$ cat config.mk
export PLATFORM = sky130hd
export DESIGN_NAME = onehot_pulse_decoder_flat
export DESIGN_NICKNAME = d
export VERILOG_FILES = /design/src/rtl/onehot_pulse_decoder_pkg.sv /design/src/rtl/onehot_pulse_decoder_if.sv /design/src/rtl/onehot_pulse_decoder_hold_counter.sv /design/src/rtl/onehot_pulse_decoder.sv /design/src/flat_wrapper.sv
export SDC_FILE = /design/constraint.sdc
export NUM_CORES = 1
export LEC_CHECK = 0
export ABC_CLOCK_PERIOD_IN_PS = 850
export CELL_PAD_IN_SITES_DETAIL_PLACEMENT = 1
export CELL_PAD_IN_SITES_GLOBAL_PLACEMENT = 1
export CORE_AREA = 3 3 40 42
export DETAILED_ROUTE_END_ITERATION = 10
export DIE_AREA = 0 0 43 45
export DONT_BUFFER_PORTS = 1
export PLACE_DENSITY = 0.44
export RECOVER_POWER = 100
export SLEW_MARGIN = 20
export SYNTH_ARGS = -nofsm -noshare
export SYNTH_HDL_FRONTEND = slang
export SYNTH_SLANG_ARGS = --single-unit
$ cat constraint.sdc
create_clock -name clk -period 0.85 [get_ports clk]
set_input_delay 0.17 -clock clk [delete_from_list [all_inputs] [get_ports clk]]
set_output_delay 0.17 -clock clk [all_outputs]
set_load 0.05 [all_outputs]
$ cat src/rtl/onehot_pulse_decoder_pkg.sv
// onehot_pulse_decoder_pkg: shared state encoding and limits for the pulse decoder
package onehot_pulse_decoder_pkg;
  typedef enum logic {IDLE, DRIVE} dec_state_t;
  localparam int HOLD_MAX = 255;
endpackage

$ cat src/rtl/onehot_pulse_decoder_if.sv
// onehot_pulse_decoder_if: request handshake and one-hot output bundle
// master: request source (drives in_valid/idx); slave: the decoder.
// err exists only when DEC_OOR_ERR_EN is defined.
interface onehot_pulse_decoder_if #(
  parameter int N = 4,
  parameter int W = $clog2(N)
);
  logic         in_valid;
  logic         in_ready;
  logic [W-1:0] idx;
  logic [N-1:0] y;
  logic         busy;
`ifdef DEC_OOR_ERR_EN
  logic         err;
  modport master (output in_valid, idx, input in_ready, y, busy, err);
  modport slave  (input in_valid, idx, output in_ready, y, busy, err);
`else
  modport master (output in_valid, idx, input in_ready, y, busy);
  modport slave  (input in_valid, idx, output in_ready, y, busy);
`endif
endinterface

$ cat src/rtl/onehot_pulse_decoder_hold_counter.sv
// hold_counter: reloadable down-counter flagging the last cycle of a pulse
// ports: clk, rst (async, active high), load (reload HOLD-1), dec (count down), zero (count is 0)
module hold_counter #(
  parameter int HOLD = 1
) (
  input  logic clk,
  input  logic rst,
  input  logic load,
  input  logic dec,
  output logic zero
);
  localparam int CW = $clog2(HOLD + 1);
  logic [CW-1:0] cnt;
  always_ff @(posedge clk or posedge rst)
    if (rst) cnt <= '0;
    else if (load) cnt <= CW'(HOLD - 1);
    else if (dec) cnt <= cnt - CW'(1);
  assign zero = (cnt == '0);
endmodule

$ cat src/rtl/onehot_pulse_decoder.sv
// onehot_pulse_decoder: registered binary-to-one-hot decoder emitting a HOLD-cycle pulse per request
// ports: clk, rst (async, active high), bus (onehot_pulse_decoder_if.slave: in_valid/in_ready/idx in, y/busy out)
// DEC_OOR_ERR_EN: adds a sticky bus.err set when an out-of-range idx is accepted.
module onehot_pulse_decoder
  import onehot_pulse_decoder_pkg::*;
#(
  parameter int N    = 4,
  parameter int W    = $clog2(N),
  parameter int HOLD = 1
) (
  input logic clk,
  input logic rst,
  onehot_pulse_decoder_if.slave bus
);
  dec_state_t   state, state_n;
  logic [N-1:0] y_q;
  logic         accept, in_rng, zero;
  assign accept = bus.in_valid & bus.in_ready;
  assign in_rng = accept & (32'(bus.idx) < N);
  hold_counter #(.HOLD(HOLD)) u_cnt (
    .clk  (clk),
    .rst  (rst),
    .load (in_rng),
    .dec  (state == DRIVE && !zero),
    .zero (zero)
  );
  always_ff @(posedge clk or posedge rst)
    if (rst) state <= IDLE;
    else state <= state_n;
  always_comb
    state_n = (state == IDLE) ? (in_rng ? DRIVE : IDLE) : (zero ? IDLE : DRIVE);
  always_comb begin
    bus.in_ready = (state == IDLE);
    bus.busy     = (state == DRIVE);
  end
  // y is only ever loaded from IDLE, so clearing it on leaving DRIVE
  // guarantees an all-zero cycle between consecutive pulses.
  always_ff @(posedge clk or posedge rst)
    if (rst) y_q <= '0;
    else if (in_rng) y_q <= N'(1) << bus.idx;
    else if (state == DRIVE && zero) y_q <= '0;
  assign bus.y = y_q;
`ifdef DEC_OOR_ERR_EN
  logic err_q;
  always_ff @(posedge clk or posedge rst)
    if (rst) err_q <= 1'b0;
    else if (accept && !in_rng) err_q <= 1'b1;
  assign bus.err = err_q;
`endif
endmodule

$ cat src/flat_wrapper.sv
// flat-port wrapper written by rule: the top's interface ports become plain ports
module onehot_pulse_decoder_flat import onehot_pulse_decoder_pkg::*;
#(
  parameter int N    = 4,
  parameter int W    = $clog2(N),
  parameter int HOLD = 1
)
  (clk, rst, bus_in_valid, bus_idx, bus_in_ready, bus_y, bus_busy);
  onehot_pulse_decoder_if #(.N(N), .W(W)) bus_i ();
  input logic clk;
  input logic rst;
  input wire logic [$bits(bus_i.in_valid)-1:0] bus_in_valid;
  input wire logic [$bits(bus_i.idx)-1:0] bus_idx;
  output wire logic [$bits(bus_i.in_ready)-1:0] bus_in_ready;
  output wire logic [$bits(bus_i.y)-1:0] bus_y;
  output wire logic [$bits(bus_i.busy)-1:0] bus_busy;
  assign bus_i.in_valid = bus_in_valid;
  assign bus_i.idx = bus_idx;
  assign bus_in_ready = bus_i.in_ready;
  assign bus_y = bus_i.y;
  assign bus_busy = bus_i.busy;
  onehot_pulse_decoder #(.N(N), .W(W), .HOLD(HOLD)) u_core (.clk(clk), .rst(rst), .bus(bus_i));
endmodule
==> impl_metrics.ini <==
[run_status]
status = finished, violations left
violations = negative hold slack, negative setup slack

[pwr]
vdd_drop_max_v = 0.000820
power_uw = 846
power.leakage_nw = 0.250
power_density_mw_per_mm2 = 1610

[place]
dpl.hpwl_um = 522
placed_area_sq_um = 373
portBuffers = 0
dp_slack_ns = -0.183
gp_congestion = 0.687

[sta]
finalSetupViolCount = 12
rsz0062_at_grt = true
finalClockSkew_ns = 0.0113
setup_tns_ns = -2.44
fmax_ghz = 0.852
timing.hold.ws_ns = -0.00153
finalCritPeriodShare_pct = 138
hold_viol_final = 1
slew_headroom_pct = 84.2
slew_violations = 0
worst_slew_pin_slew_ns = 0.237
fin_crit_ns = 1.17
worst_slack_ns = -0.323

[routing]
drtIter0Drc = 1
firstDrtPassIters = 4
remaining_drc_errors = 0
wl_um = 786
antenna_left = 0
vias = 258
vias_per_cell = 4.37
post_drt_wl_per_cell_um = 13.3

[cts]
cts_tree = built
cts-root-buf = clkbuf_4
clkSinkCount = 6
cts.htree.levels = 1
cts_buffer_depth = 2
clk_pin_slew_worst_paths_ns = 0.06
insertion_delay_ns = 0.26
numCtsBuffers = 3

[synthesis]
synth_area_leaders = dfrtp_1, nand2_1, o21ai_1
syn_area_sq_um = 251
synth_cell_types = 11
yosysTopAreaCell = dfrtp_1
ys_seq_elements = 6
avgSynthCellArea_sq_um = 10.5
synthCells = 24
yosys_warnings = 0
synth_top_area_share_pct = 59.7
syn_nets = 29
ys_seq_area_share_pct = 59.7

[setup_path]
critPathSlowestCell = dfrtp_4
critPathMaxFanout = 4
required_ns = 0.68
crit_buf_inv = 2
path_class = register to output port
cp_top_family = flip-flops
startpoint_type = register
r2r_setup_slack_ns = -0.29
slowest_delay_ns = 0.50
endpoint_kind = output port
crit_chain = clkinvlp_4, buf_8
critPathArrivalTime_ns = 1.00

[final_layout]
layout-drive-gt1-share_pct = 68.2
area_growth_pct = 109
postLayoutCellArea_sq_um = 526
fin_nets = 50
final_util_pct = 40.9
antenna_cells = 0

[grt]
grt_use_total_pct = 9.63
grt_max_degree = 7
grt_pass1_vias = 283
antenna_found_initial = 0
grt_first_pass_wirelength_mm = 1.27
globalRouteOverflowTotal = 0

[floorplanning]
die_area_sq_mm = 0.00194
core_sq_mm = 0.00128
die_y_um = 45
die_x_um = 43
initial_utilization_pct = 19.6
rows = 13
io-pin-count = 11

[job]
max_cap_violations = 0

[hold_path]
hp-class = primary input to register
-- placed cells by master, fill, tap and decap left out --
cell type,synthesis,routed
buf_4,0,8
dfrtp_1,6,5
o21ai_2,0,3
nand2_1,5,3
clkbuf_4,0,3
dlygate4sd3_1,0,3
buf_12,0,3
nand2_2,0,2
and2_4,0,2
nor2b_4,0,1
a32o_2,1,1
o2bb2ai_2,0,1
clkinvlp_4,0,1
nor2_4,0,1
inv_1,2,1
nand3b_1,1,1
o31ai_2,0,1
clkbuf_1,0,1
buf_8,0,1
buf_6,0,1
dfrtp_4,0,1
-- cells in the mapped netlist --
cell type,n
a32o_2,1
and2_1,2
dfrtp_1,6
inv_1,2
nand2_1,5
nand3b_1,1
nor2_1,1
nor2b_2,1
o21ai_1,3
o2bb2ai_1,1
o31ai_1,1
-- report_power, final --
group / total (mW) / switching (mW) / internal (mW) / leakage [nW]
logic: 0.215 / 0.113 / 0.103 / 0.156
registers: 0.319 / 0.0166 / 0.303 / 0.0791
clock network: 0.312 / 0.132 / 0.180 / 0.0150
total: 0.846 / 0.261 / 0.585 / 0.250
-- flip-flops by register name (all words and copies together), names as in the netlist --
signal            cells
u_core.bus.busy       1
u_core.u_cnt.cnt      1
u_core.bus.y          4
-- path summary, 6_finish.rpt --
check / start / end / cells past startpoint
worst max-delay path: u_core.bus.busy / bus_in_ready / 2
worst min-delay path: bus_idx[1] / u_core.bus.y[1] / 1
worst max register to register: u_core.bus.busy / u_core.bus.y[3] / 4
worst min register to register: u_core.u_cnt.cnt / u_core.u_cnt.cnt / 1
max in group asynchronous: rst / u_core.bus.busy / 2
min in group asynchronous: rst / u_core.bus.busy / 2
-- kinds of logic after synthesis --
group / share of synthesized area, %
DFF: 59.7
AOI/OAI and AO/OA: 16.9
and+or+nand+nor: 20.4
buffers and inverters: 2.99
-- per-layer routing --
layer | track usage, % | wire length, um | up-vias
met1 | 8.33 | 290 | 123
met5 | 0 | 0 | -
met4 | 10.8 | 28 | 0
met2 | 17.4 | 421 | 10
li1 | - | - | 121
met3 | 1.99 | 46 | 4
-- area by class of cell --
class	count	area (sq um)
inverter	2	11.3
sequential	6	154
timing repair buffer	16	176
tap	15	18.8
clock buffer	4	26.3
fill	145	759
multi-input combinational	16	139
-- through the flow --
step           hold slack [ns]  cells
2_1_floorplan          -0.0390     24
3_3_place_gp          -0.00715     46
3_5_place_dp         -0.000570     46
4_1_cts                0.00155     55
5_1_grt                 0.0155     59
6_report              -0.00153     59
-- repair_timing --
action,CTS,global route
setup buffers,4,2
gates resized for setup,7,6
endpoints found under the hold margin,6,1
hold buffers,1,2
pin swaps,1,2
endpoints found under the setup margin,12,12
cloned,0,0
Power figures use the tool's default switching activity.
